## src/rtl/dcache_store_drain.sv

```systemverilog
// dcache_store_drain
//
// Drains the data-cache store buffer into line-wide cache writes. The oldest
// store is popped, its bytes are placed into a line buffer with byte enables,
// and one line write is issued. Draining only happens while the load path is
// idle (cache_busy=0) or while a flush is requested.
//
// Optional feature: define DCACHE_ST_DRAIN_COALESCE_EN to add a COLLECT state
// that merges up to MAX_MERGE same-line stores into one write. When it is
// undefined, every store becomes its own line write.
//
// Ports:
//   clock, reset         single clock, synchronous active-high reset
//   sb_empty             store buffer holds no valid entry
//   sb_oldest_addr/data  oldest store (data right-aligned)
//   sb_oldest_size       0=byte 1=half 2=word 3=reserved
//   sb_get_oldest        pop strobe, entry removed at this edge
//   cache_busy           load path owns the cache this cycle
//   flush_req            level; drain regardless of cache_busy
//   flush_done           pulse while flushing with nothing left to drain
//   wr_valid/wr_ready    line write handshake
//   wr_addr              line-aligned write address
//   wr_data/wr_byte_en   byte-lane data and per-byte enables
//   drain_misaligned     pulse when a popped store is dropped as misaligned

module dcache_store_drain #(
    parameter int unsigned ADDR_W    = 32,
    parameter int unsigned DATA_W    = 32,
    parameter int unsigned LINE_W    = 128,
    parameter int unsigned MAX_MERGE = 4
) (
    input  logic                  clock,
    input  logic                  reset,
    input  logic                  sb_empty,
    input  logic [ADDR_W-1:0]     sb_oldest_addr,
    input  logic [DATA_W-1:0]     sb_oldest_data,
    input  logic [1:0]            sb_oldest_size,
    output logic                  sb_get_oldest,
    input  logic                  cache_busy,
    input  logic                  flush_req,
    output logic                  flush_done,
    output logic                  wr_valid,
    input  logic                  wr_ready,
    output logic [ADDR_W-1:0]     wr_addr,
    output logic [LINE_W-1:0]     wr_data,
    output logic [LINE_W/8-1:0]   wr_byte_en,
    output logic                  drain_misaligned
);

    localparam int unsigned LINE_B = LINE_W / 8;
    localparam int unsigned OFF_W  = $clog2(LINE_B);
    localparam int unsigned DATA_B = DATA_W / 8;

    typedef enum logic [1:0] {
        StIdle,
        StCollect,
        StWrite
    } state_e;

    state_e              state_q, state_d;
    logic [ADDR_W-1:0]   addr_q, addr_d;
    logic [LINE_W-1:0]   data_q, data_d;
    logic [LINE_B-1:0]   be_q, be_d;

`ifdef DCACHE_ST_DRAIN_COALESCE_EN
    localparam int unsigned CNT_W = $clog2(MAX_MERGE + 1);
    localparam logic [CNT_W-1:0] MAX_CNT = CNT_W'(MAX_MERGE);
    logic [CNT_W-1:0]    merge_cnt_q, merge_cnt_d;
`endif

    // Decode of the oldest store: line address, byte offset, size, legality.
    logic [OFF_W-1:0]    st_off;
    logic [ADDR_W-1:0]   st_line;
    logic                st_aligned;
    int unsigned         st_bytes;
    logic [LINE_W-1:0]   place_data;
    logic [LINE_B-1:0]   place_be;
    logic                pop_ok;

    assign st_off  = sb_oldest_addr[OFF_W-1:0];
    assign st_line = {sb_oldest_addr[ADDR_W-1:OFF_W], {OFF_W{1'b0}}};
    // Reset gates the pop so the buffer never loses an entry while we restart.
    assign pop_ok  = !reset && !sb_empty && (!cache_busy || flush_req);

    always_comb begin
        st_aligned = 1'b0;
        st_bytes   = 1;
        case (sb_oldest_size)
            2'd0: begin
                st_aligned = 1'b1;
                st_bytes   = 1;
            end
            2'd1: begin
                st_aligned = !sb_oldest_addr[0];
                st_bytes   = 2;
            end
            2'd2: begin
                st_aligned = (sb_oldest_addr[1:0] == 2'b00);
                st_bytes   = 4;
            end
            default: begin
                st_aligned = 1'b0;
                st_bytes   = 1;
            end
        endcase
    end

    // Store byte i lands on line lane off+i.
    always_comb begin
        place_data = '0;
        place_be   = '0;
        for (int unsigned i = 0; i < DATA_B; i++) begin
            if (i < st_bytes && (32'(st_off) + i) < LINE_B) begin
                place_data[(32'(st_off) + i)*8 +: 8] = sb_oldest_data[i*8 +: 8];
                place_be[32'(st_off) + i]            = 1'b1;
            end
        end
    end

    always_comb begin
        state_d          = state_q;
        addr_d           = addr_q;
        data_d           = data_q;
        be_d             = be_q;
        sb_get_oldest    = 1'b0;
        drain_misaligned = 1'b0;
`ifdef DCACHE_ST_DRAIN_COALESCE_EN
        merge_cnt_d      = merge_cnt_q;
`endif
        case (state_q)
            StIdle: begin
                if (pop_ok) begin
                    sb_get_oldest = 1'b1;
                    if (!st_aligned) begin
                        drain_misaligned = 1'b1;
                    end else begin
                        addr_d = st_line;
                        data_d = place_data;
                        be_d   = place_be;
`ifdef DCACHE_ST_DRAIN_COALESCE_EN
                        merge_cnt_d = CNT_W'(1);
                        if (MAX_MERGE > 1) begin
                            state_d = StCollect;
                        end else begin
                            state_d = StWrite;
                        end
`else
                        state_d = StWrite;
`endif
                    end
                end
            end
`ifdef DCACHE_ST_DRAIN_COALESCE_EN
            StCollect: begin
                // Misaligned or other-line stores stay in the buffer for IDLE.
                if (pop_ok && st_aligned && (st_line == addr_q) && (merge_cnt_q < MAX_CNT)) begin
                    sb_get_oldest = 1'b1;
                    for (int unsigned b = 0; b < LINE_B; b++) begin
                        if (place_be[b]) begin
                            data_d[b*8 +: 8] = place_data[b*8 +: 8];
                        end
                    end
                    be_d        = be_q | place_be;
                    merge_cnt_d = merge_cnt_q + CNT_W'(1);
                end else begin
                    state_d = StWrite;
                end
            end
`endif
            StWrite: begin
                if (wr_ready) begin
                    state_d = StIdle;
                    data_d  = '0;
                    be_d    = '0;
`ifdef DCACHE_ST_DRAIN_COALESCE_EN
                    merge_cnt_d = '0;
`endif
                end
            end
            default: begin
                state_d = StIdle;
            end
        endcase
    end

    always_ff @(posedge clock) begin
        if (reset) begin
            state_q <= StIdle;
            addr_q  <= '0;
            data_q  <= '0;
            be_q    <= '0;
`ifdef DCACHE_ST_DRAIN_COALESCE_EN
            merge_cnt_q <= '0;
`endif
        end else begin
            state_q <= state_d;
            addr_q  <= addr_d;
            data_q  <= data_d;
            be_q    <= be_d;
`ifdef DCACHE_ST_DRAIN_COALESCE_EN
            merge_cnt_q <= merge_cnt_d;
`endif
        end
    end

    assign wr_valid   = (state_q == StWrite);
    assign wr_addr    = addr_q;
    assign wr_data    = data_q;
    assign wr_byte_en = be_q;
    assign flush_done = !reset && flush_req && (state_q == StIdle) && sb_empty;

endmodule

```

## config.mk

```make
export PLATFORM = sky130hd
export DESIGN_NAME = dcache_store_drain
export DESIGN_NICKNAME = d
export VERILOG_FILES = /design/src/rtl/dcache_store_drain.sv
export SDC_FILE = /design/constraint.sdc
export NUM_CORES = 1
export LEC_CHECK = 0
export ABC_AREA = 1
export CORE_MARGIN = 10
export CORE_UTILIZATION = 25
export CTS_CLUSTER_SIZE = 25
export DETAILED_ROUTE_END_ITERATION = 7
export GPL_TIMING_DRIVEN = 0
export PLACE_DENSITY_LB_ADDON = 0.1
export SETUP_SLACK_MARGIN = 0.4
export SLEW_MARGIN = 20
export SYNTH_ARGS = -nofsm -noshare
export SYNTH_HDL_FRONTEND = slang
export SYNTH_SLANG_ARGS = --single-unit
```

## constraint.sdc

```tcl
create_clock -name clock -period 3.53 [get_ports clock]
set_input_delay 0.353 -clock clock [delete_from_list [all_inputs] [get_ports clock]]
set_output_delay 0.353 -clock clock [all_outputs]
set_load 0.02 [all_outputs]
```

Yosys cells after proc, flatten, opt, wreduce, memory -nomap -nowiden:

Index checks and enable logic that the tools add are counted.

* add/subtract/negate cells: 7
* order comparisons: 16
* equal/unequal tests: 6
* shift-type cells: 8
* muxes and demuxes: 38
* bitwise gates (word level): 4
* reductions and logical operators: 25

Operators by type and width (count)
* $mux W128: 7
* $shift A8 B34 Y128 const A: 4
* $shiftx A8 B34 Y128: 4
* $bwmux W128: 3
* $pmux W128 S2: 1
* $and A128 B128 Y128: 1
* $mux W16: 7
* $neg A32 Y34: 3
* $lt A32 B5 Y1 const B: 3
* $lt A1 B32 Y1 const A: 2
* $lt A2 B32 Y1 const A: 2
* $or A16 B16 Y16: 3
* $neg A7 Y34: 1
* $pmux W16 S2: 1
* $demux W1 S4: 4
* $ge A5 B1 Y1 const B: 3
* $lt A5 B5 Y1 const B: 3
* $logic_and A1 B1 Y1: 13
* $add A4 B2 Y5 const B: 2
* $lt A4 B5 Y1 const B: 2
* $mux W1: 9
* $logic_not A2 Y1: 3
* $mux W2: 3
* $pmux W3 S2: 1
* 13 further kinds: 19

* register bits: 174
* bits of input ports: 72
* output and inout bits: 180
* logic and storage cells: 108

Longest topological paths before layout:

Gate-level depths: netlist (run 1).

* depth in word-level cells: 14
* gate-level depth with buffers: 23
* gate-level depth less buffers: 19

Worst setup path before layout (run 1):

OpenSTA, ideal clock, no wires.

* path kind: input port to flip-flop
* start: input sb_oldest_addr[0]
* end: register data_q[78], in the netlist wr_data[78]
* library setup time: 0.070 ns
* arrival: 3.276 ns
* data required time: 3.460 ns
* setup slack: 0.184 ns
* stages on the path: 19
* buffers on the path: 4
* cells stage by stage: buf_6 -> inv_4 -> clkbuf_1 -> clkbuf_1 -> ha_1 -> buf_6 -> inv_6 -> nor2_2 -> inv_1 -> nor2_1 -> ha_1 -> clkinv_1 -> nor3_2 -> nand3_1 -> o21ai_0 -> o21ai_1 -> nand2_1 -> nand3_1 -> a21oi_1

* longest elaborated chain between the ends: 13
* elaborated cells between the ends (all ways): 39
* those cells by class: add/sub: 7; order compare: 4; eq/ne: 1; shift: 8; mux: 11; bitwise: 1; reduce/logical: 7

RTL lines
* from (decl): RTL line 35 `input logic [ADDR_W-1:0] sb_oldest_addr,`
* branches (longest 13 deep; another with $neg A32 Y34)
* to (signal assigned): RTL line 198 `data_q <= data_d;`
* to (decl): RTL line 62 `logic [LINE_W-1:0] data_q, data_d;`

Parallel ways; which one is timed is not known. The select of a mux whose other input is x is not followed.
A chain may end at the register's enable or synchronous reset.

Worst setup path in the final report (run 1):

* start: input sb_oldest_addr[2]
* end: register data_q[67], in the netlist wr_data[67]

* longest elaborated chain between the ends: 13
* elaborated cells between the ends (all ways): 34
* those cells by class: add/sub: 7; order compare: 4; shift: 8; mux: 10; bitwise: 1; reduce/logical: 4

RTL lines
* branches (longest 9 deep; another with $neg A32 Y34)
* $mux W128 (*): RTL line 113 `if (i < st_bytes && (32'(st_off) + i) < LINE_B) begin`
* $mux W128 (*): RTL line 134 `if (!st_aligned) begin`
* $mux W128 (*): RTL line 132 `if (pop_ok) begin`
* $pmux W128 S2 (*): RTL line 130 `case (state_q)`

Every way passes the cells marked *. The select of a mux whose other input is x is not followed.

==> results by group, run 1 <==
Job
  • MaxCap Viol Count: 0

Timing
  • Worst slew margin: 26.0%
  • Tmin final: 3050 ps
  • Number of setup violations in the final report: 0
  • Final Cycle Share: 86.3%
  • F_max: 328 MHz
  • Final Hold Fails: 0
  • WHS: 404 ps
  • Tightest Pin Transition: 1110 ps
  • Unrepaired setup endpoints after global routing: no
  • Worst Skew: 15.8 ps
  • Fin. max-slew vios: 0

CTS
  • CTS buffer count: 17
  • Number of clock sinks: 173
  • Skew-Pair Late Insertion Delay: 500 ps
  • H-tree level count: 4
  • Clk pin slew, worst setup/hold paths: 90 ps
  • Hold buffer count at CTS: 0
  • CTS max path bufs: 2
  • Root buffer selected by CTS: clkbuf_16
  • CTS tree: done

Logic synthesis
  • Synth area leaders: dfxtp_1 24%, nand2_1 22%, nand3_1 9.4%, a21oi_1 8.8%, nor2_1 6.4%
  • Synth Area in XOR/XNOR: 0%
  • FF+latch count, synth: 173
  • Post-Synth Adder-Cell Area: 1.56%
  • Top cell type's share of synthesized area: 24.0%
  • Post-synth top flop: dfxtp_1
  • Post-synth ARST share: 0%
  • Yosys top cell by area: dfxtp_1
  • Synth Instances: 2580
  • Main combinational cell family by area after synthesis: simple AND/OR/NAND/NOR gates
  • Yosys warns: 0
  • Number of distinct library cells after synthesis: 45
  • Post-synth EDFFs: 0
  • Synth Area per Inst: 5.60 µm²
  • Netlist Area Pre-Place: 0.0144 mm²
  • Post-synthesis compound-gate area fraction: 15.8%
  • Multiplexer share of the synthesized area: 0%
  • Register area share after synthesis: 24.0%
  • Post-Synth Simple-Gate Area: 47.9%

Floorplanning
  • Initial Util: 25.1%
  • # IOs: 252
  • Die H: 260 µm
  • Core box area: 0.0575 mm²
  • Die area: 0.0678 mm²
  • Rows: 88
  • Die W: 260 µm

Route
  • DR iter-0 viols: 1964
  • Post-route DRC: 0
  • Via count: 19.4k
  • Pre-Repair DR Iteration Count: 6
  • Vias per cell: 5.30
  • Wirelength per Cell: 27.1 µm
  • WL final: 99.4 mm
  • Routed Antenna Nets: 0

Critical path
  • Max FO, Critical Path: 10
  • Worst Path Arrival: 3470 ps
  • Required @ worst endpoint: 3950 ps
  • Worst setup SP type: input port
  • Setup crit end kind: flip-flop
  • CP Class: input port to flip-flop

Pwr
  • PwrDens: 286 mW/mm²
  • Tot Pwr: 5.58 mW
  • Max VDD drop: 389 µV
  • Pleak: 8.03 nW

Global routing
  • Gr ovfl total: 0
  • GR Util All Layers: 28.6%
  • Largest net degree at the start of global routing: 20
  • GRT busiest layer: met2
  • Number of global-route vias before repair: 18.7k
  • Grt met2 use: 44.4%
  • Routing usage on met1: 36.3%
  • Global-route met3 utilization: 7.08%
  • First-pass GRT wire length: 139 mm
  • Initial antenna violation count: 2

Layout
  • Commonest non-fill, non-tap cell in the layout: nand2_1
  • Most frequent cells in the layout: 824 x nand2_1, 257 x nand3_1, 254 x a21oi_1
  • Final Net Count: 2973
  • Layout cell share with drive strength beyond 1: 12.0%
  • Area Overhead vs Synth: 34.9%
  • Layout Cells excl Fill: 3663

Placement
  • # placed instances: 3593
  • # port buffers: 245
  • HPWL after DPL: 80.5 mm
  • Routability Congestion: 1.06

Hold path
  • HP Class: input port to flip-flop

Run status
  • Status: finished clean
[sequential cells by signal, summed over array words and instances, names as in the netlist]
register	cells
wr_data	128
wr_addr	28
wr_byte_en	16
state_q	1
[synthesized netlist by cell type (all sizes together) (10+ instances only)]
master / count
inv: 225
o21ai: 121
dfxtp: 173
nor3: 65
buf: 67
o22ai: 18
a31oi: 11
clkbuf: 77
nand3: 273
nand4: 69
or2: 16
nor2: 275
nand2: 872
a21oi: 255
nor4: 13
o31ai: 10
ha: 18
[power breakdown]
group	internal [mW]	leakage [nW]	switching, mW
sequential	1.96	1.39	0.00717
clock	1.02	0.303	1.00
combinational	0.384	6.33	1.20
[worst max-delay path: stages]
cell           delay (ps)
dlygate4sd2_1         310
buf_6                 180
inv_2                  60
buf_6                 150
buf_12                160
ha_4                  150
inv_1                 100
nor2_1                 60
ha_1                  330
clkbuf_4              320
nand3_2               220
nor4_4                310
buf_4                 190
nand2_1                60
nand2_1                90
nand2_1                80
nand3_1               100
nand2_1               110
a21oi_1               130
[kinds of logic (layout without fill, tap and decap cells)]
logic type,Yosys count,in the layout
AO/OA/AOI/OAI,432,432
AND/OR/NAND/NOR,1584,1584
buffers and inverters,372,685
flip-flops,173,173
other,1,6
adder cells (fa/ha/maj),18,18
[per-layer routing]
| layer | vias up | part of all wire (%) | wire [µm] |
|---|---|---|---|
| li1 | 9074 | - | - |
| met1 | 9192 | 43 | 42400 |
| met2 | 951 | 44 | 43400 |
| met3 | 203 | 8.5 | 8490 |
| met4 | 0 | 5.2 | 5200 |
| met5 | - | 0 | 0 |
[what timing repair did]
item                       CTS  global route
gates resized for setup    154            53
pin swaps                   24            15
buffers inserted            24            12
setup endpoints to repair  174           139
[final cells by class]
class                   instances  area (µm²)
well taps                     765         957
inverters                     228         900
fillers                      6602       38000
plain buffers                 144         818
flip-flops and latches        173        3460
multi-input cells            2038        9980
clock buffers                  17         425
diodes                          2        5.00
repair buffers                281        2740
clock inverters                15         193
[through the flow]
stage	setup WS, ps	TNS, ps	area, µm²	utilization, %
2_1_floorplan	415	0	14500	-
3_3_place_gp	-1630	-216260	17900	31.1
3_5_place_dp	-1660	-216490	17900	31.1
4_1_cts	403	0	19200	33.5
5_1_grt	397	0	19500	33.9
6_report	483	0	19500	33.9
[worst paths after layout]
check,start,endpoint,slack (ps),cells after the start
worst max-delay path,sb_oldest_addr[2],wr_data[67],480,19
worst min-delay path,sb_oldest_addr[23],wr_addr[23],400,3
worst max register to register,state_q[1],wr_data[54],940,9
worst min register to register,wr_addr[6],wr_addr[6],460,2
(Power assumes the default switching activity.)
==> run 2: changes to the inputs <==
- CAP_MARGIN: unset -> 20
==> results of run 2 <==
The final DEF is identical to that of run 1; final timing and power are the same.
==> run 3: changes to the inputs <==
- CAP_MARGIN: 20 -> unset
==> results of run 3 <==
The final DEF is identical to that of run 1; final timing and power are the same.
==> edit 1, RTL diff (config.mk and constraints of run 1) <==
Build with the macro `DCACHE_ST_DRAIN_COALESCE_EN` defined.
--- a/src/rtl/dcache_store_drain.sv
+++ b/src/rtl/dcache_store_drain.sv
@@ -25,2 +25,4 @@
 
+`define DCACHE_ST_DRAIN_COALESCE_EN
+
 module dcache_store_drain #(
Check against the original RTL: not settled (the Yosys comparison gave no result); the edit may change what the design does.
==> edit 1 against run 1 <==
Via count up 2.6%; worst setup slack gained 0.025 ns; final area grew 3.4%; synthesized area grew 7.7%; non-clock buffer count down 63; combinational power grew 100%; clock skew up 0.0064 ns; count of clock-buffer cells in the layout stayed put; utilization is 1.2 points lower; total power rose by 32%; wire length is essentially flat; sequential cell count grew 4; largest power group is now combinational cells; highest routed layer unchanged.
==> edit 1: results <==
place:
  io_buffers: 246
  dpl_cell_area_mm2: 0.01911
  dp.cells: 3799
  place_ws_ns: -1.866
  place_congestion: 0.9907
  dp_hpwl_um: 80930
worst_setup_path:
  regToRegEndpoint: "wr_data[72]"
  worst-path-max-fanout: 12
  crit_family: "simple AND/OR/NAND/NOR gates"
  r2r.worst_path.cells: 10
  rrSetupSlack_ns: 0.65
  startpoint: "sb_oldest_addr[0]"
  critPathArrivalTime_ns: 3.40
  r2r-start: "state_q[0]"
  cpPeakStageDelay_ns: 0.29
  worstSetupEndpoint: "wr_data[94]"
cells_and_area:
  final_util_pct: 32.71
  stdcell_count: 3851
  final_nets: 3095
  drive_above_1_share_pct: 11.03
  fillerInstances: 7010
power:
  leakagePower_nw: 8.128
  vdd_ir_drop_max_v: 0.0004296
  internal_power_mw: 3.829
clock_network:
  cts_htree_levels: 4
  insertion_delay_ns: 0.52
drt:
  route.met2.wl_um: 45950
  via_per_inst: 5.173
  m1WireLength_um: 44900
  wl_met3_um: 5546
  post_drt_wl_per_cell_um: 25.82
  first_iter_violations: 1878
global_route:
  antenna_found_initial: 4
  gr-usage-all-layers_pct: 26.36
  grt_pass1_wl_um: 140900
  use_met2_pct: 43.33
  grt_pass1_vias: 19110
  met3_usage_pct: 3.186
  grt_use_met1_pct: 35.22
  grt_start_max_net_pins: 21
synthesis:
  synth_xor_area_share_pct: 0.3381
  synth_seq_area_share_pct: 22.80
  avgSynthCellArea_um2: 5.731
  synth-adder-area-share_pct: 2.013
  synth.area.top_cells: "dfxtp_1, nand2_1, nand3_1"
  synthMuxAreaShare_pct: 0
  synth-compound-area-share_pct: 15.13
  synthTopCellsByCount: "nand2_1, nor2_1, nand3_1, a21oi_1, inv_1"
  synthDistinctLibCells: 51
sta:
  finalCritPeriodShare_pct: 85.59
  skew_ns: 0.02225
  tightestPinTransition_ns: 1.023
outcome:
  run_status: "complete, no violations"
min_path:
  hp-start: "sb_oldest_addr[7]"
edit 1: final cells by class:
type / count / area share, %
multi-input combinational: 2187 / 53.51
sequential: 177 / 17.59
timing repair buffer: 264 / 13.05
tap: 837 / 5.197
inverter: 253 / 4.893
buffer: 98 / 2.726
clock buffer: 17 / 2.111
clock inverter: 15 / 0.8880
antenna: 3 / 0.03726
edit 1: how the worst min path moves through the flow:
| stage | to | slack, ns | depth (start not counted) |
|---|---|---|---|
| floorplan | merge_cnt_q[2] | 0.42 | 2 |
| global placement | wr_data[33] | 0.45 | 2 |
| detailed placement | wr_data[84] | 0.46 | 2 |
| CTS | wr_addr[7] | 0.41 | 3 |
| global route | wr_addr[24] | 0.44 | 3 |
| finish | wr_addr[7] | 0.42 | 3 |
edit 1: cells by family (layout without fill, tap and decap cells):
family / Yosys count / count (layout)
adder cells (fa/ha/maj): 25 / 25
buffers and inverters: 351 / 647
flip-flops: 177 / 177
AND/OR/NAND/NOR: 1717 / 1717
XOR/XNOR: 6 / 6
other: 1 / 7
AO/OA/AOI/OAI: 435 / 435
edit 1: timing repair:
item                       CTS  global route
buffers inserted            10             7
setup endpoints to repair  179           118
pin swaps                    6            10
gates resized for setup     48            48
edit 1: tightest hold or removal path, delay by kind of cell:
kind            cells  cell delay [ns]
compound gates      1             0.07
buf+inv             2             0.49
edit 1: power groups by stage:
| stage | Clock [mW] | Sequential, mW | Combinational [mW] |
|---|---|---|---|
| after CTS | 2.14 | 2.13 | 3.08 |
| after floorplan | 0 | 2.25 | 1.62 |
| after global routing | 2.19 | 2.15 | 3.35 |
| after detailed placement | 0 | 2.18 | 3.00 |
| final | 2.08 | 2.13 | 3.16 |
| after global placement | 0 | 2.18 | 3.00 |
==> edit 2, RTL diff (config.mk and constraints of run 1) <==
Without the edit above. Reset style: asynchronous (`reset`), changed in one clocked block. Comments in the files are not updated.
--- a/src/rtl/dcache_store_drain.sv
+++ b/src/rtl/dcache_store_drain.sv
@@ -185,3 +185,3 @@
 
-    always_ff @(posedge clock) begin
+    always_ff @(posedge clock or posedge reset) begin
         if (reset) begin
Function: not settled (the Yosys comparison gave no result); the edit may change what the design does.
==> edit 2 against run 1 <==
Cell count decreased by 3.7%; synthesized cell count decreased by 4.8%; largest power group is now registers; highest routed layer unchanged; total power increased by 14%; synthesized area increased by 1.7%; critical path type unchanged; global-route usage decreased by 2.1 points; worst setup slack improved by 0.045 ns; sequential cell count unchanged; final area decreased by 0.85%; largest cell class unchanged; sequential share of layout area increased by 4.6 points; wire length decreased by 5.5%.
==> edit 2: results <==
place:
  io_buffers: 247
  place_ws_ns: -1.325
  dp_hpwl_um: 77650
  place_congestion: 1.096
clock_network:
  insertion_delay_ns: 0.51
worst_setup_path:
  cpMaxStageDelayCell: "ha_2"
  cpPeakStageDelay_ns: 0.41
  crit_family: "simple AND/OR/NAND/NOR gates"
  r2r.worst_path.cells: 10
  r2r-start: "state_q[1]"
  regToRegEndpoint: "wr_data[26]"
  worstSetupEndpoint: "wr_data[24]"
synthesis:
  async_flop_share_pct: 100.0
  synthFlopType: "dfrtp_1"
  synth-compound-area-share_pct: 11.79
  synth.area.top_cells: "dfrtp_1, nand2_1, nand3_1"
  synth_xor_area_share_pct: 0
  synth_seq_area_share_pct: 29.48
  synthTopCellsByCount: "nand2_1, nor2_1, nand3_1, inv_1, dfrtp_1"
  synthDistinctLibCells: 48
outcome:
  run_status: "complete, no violations"
global_route:
  gr-usage-all-layers_pct: 26.54
  grt_start_max_net_pins: 34
drt:
  firstDrtPassIters: 8
  via_per_inst: 5.187
  drt_wl_total_um: 94000
  first_iter_violations: 1679
cells_and_area:
  nFlopsAndLatches: 173
  multi_input_area_mm2: 0.009129
  buf_share_pct: 17.55
  comb.multi_input.count: 1948
  regArea_mm2: 0.004329
  final_nets: 2838
  fillerInstances: 6524
  nClkBuffers: 19
  antenna_cells: 0
  inv_count: 230
power:
  vdd_ir_drop_max_v: 0.0004114
sta:
  finalCritPeriodShare_pct: 85.02
  tightestPinTransition_ns: 1.238
  holdWs_ns: 0.1179
min_path:
  hold_path.class: "in2async"
-- edit 2: cell count changes in the layout (fill, tap and decap cells not counted), sizes merged, moves of 14 or more --
cell    before   now
nor2       275   261
nand4       69    36
nand2      872  1018
clkbuf      95    66
dfrtp        0   173
buf        102    85
nand3      273   208
dfxtp      173     0
o21ai      121   162
a21oi      255   114
-- edit 2: stage by stage --
| step | utilization [%] | TNS, ns | total power, mW | instance area [µm²] | std cells |
|---|---|---|---|---|---|
| 5_1_grt | 33.34 | 0 | 6.601 | 19310 | 3526 |
| 6_report | 33.34 | 0 | 6.347 | 19310 | 3526 |
| 3_5_place_dp | 31.71 | -134.58 | 4.182 | 18360 | 3476 |
| 4_1_cts | 33.28 | 0 | 6.385 | 19270 | 3526 |
| 3_3_place_gp | 31.49 | -896.03 | 4.163 | 18240 | 3470 |
| 2_1_floorplan | - | -96.78 | 3.213 | 14810 | 2458 |
-- edit 2: layer usage --
layer  routed length, µm  vias up  part of all wire, %  GRT usage, %
met4                4760        0                  5.1         12.96
met2               43770      781                   47         43.02
met1               40200     8887                   43         34.05
met5                   0        -                    0             0
met3                5270      159                  5.6         3.719
li1                    -     8461                    -             -
-- edit 2: timing repair --
item	4_1_cts	5_1_grt
setup buffers	18	0
setup endpoints to repair	157	122
gates resized for setup	47	16
pin swaps	10	1
cloned	0	0
-- edit 2: worst reg2reg max path, delay by kind of cell, from the launching register on --
family | cells | cell delay [ns]
buf+inv | 5 | 1.35
compound gates | 1 | 0.18
flops | 1 | 0.43
simple gates | 4 | 0.56
-- edit 2: where the power goes --
part | internal [mW] | switching [mW]
sequential | 2.12 | 0.0800
combinational | 0.620 | 1.40
clock | 1.09 | 1.04
total | 3.83 | 2.52
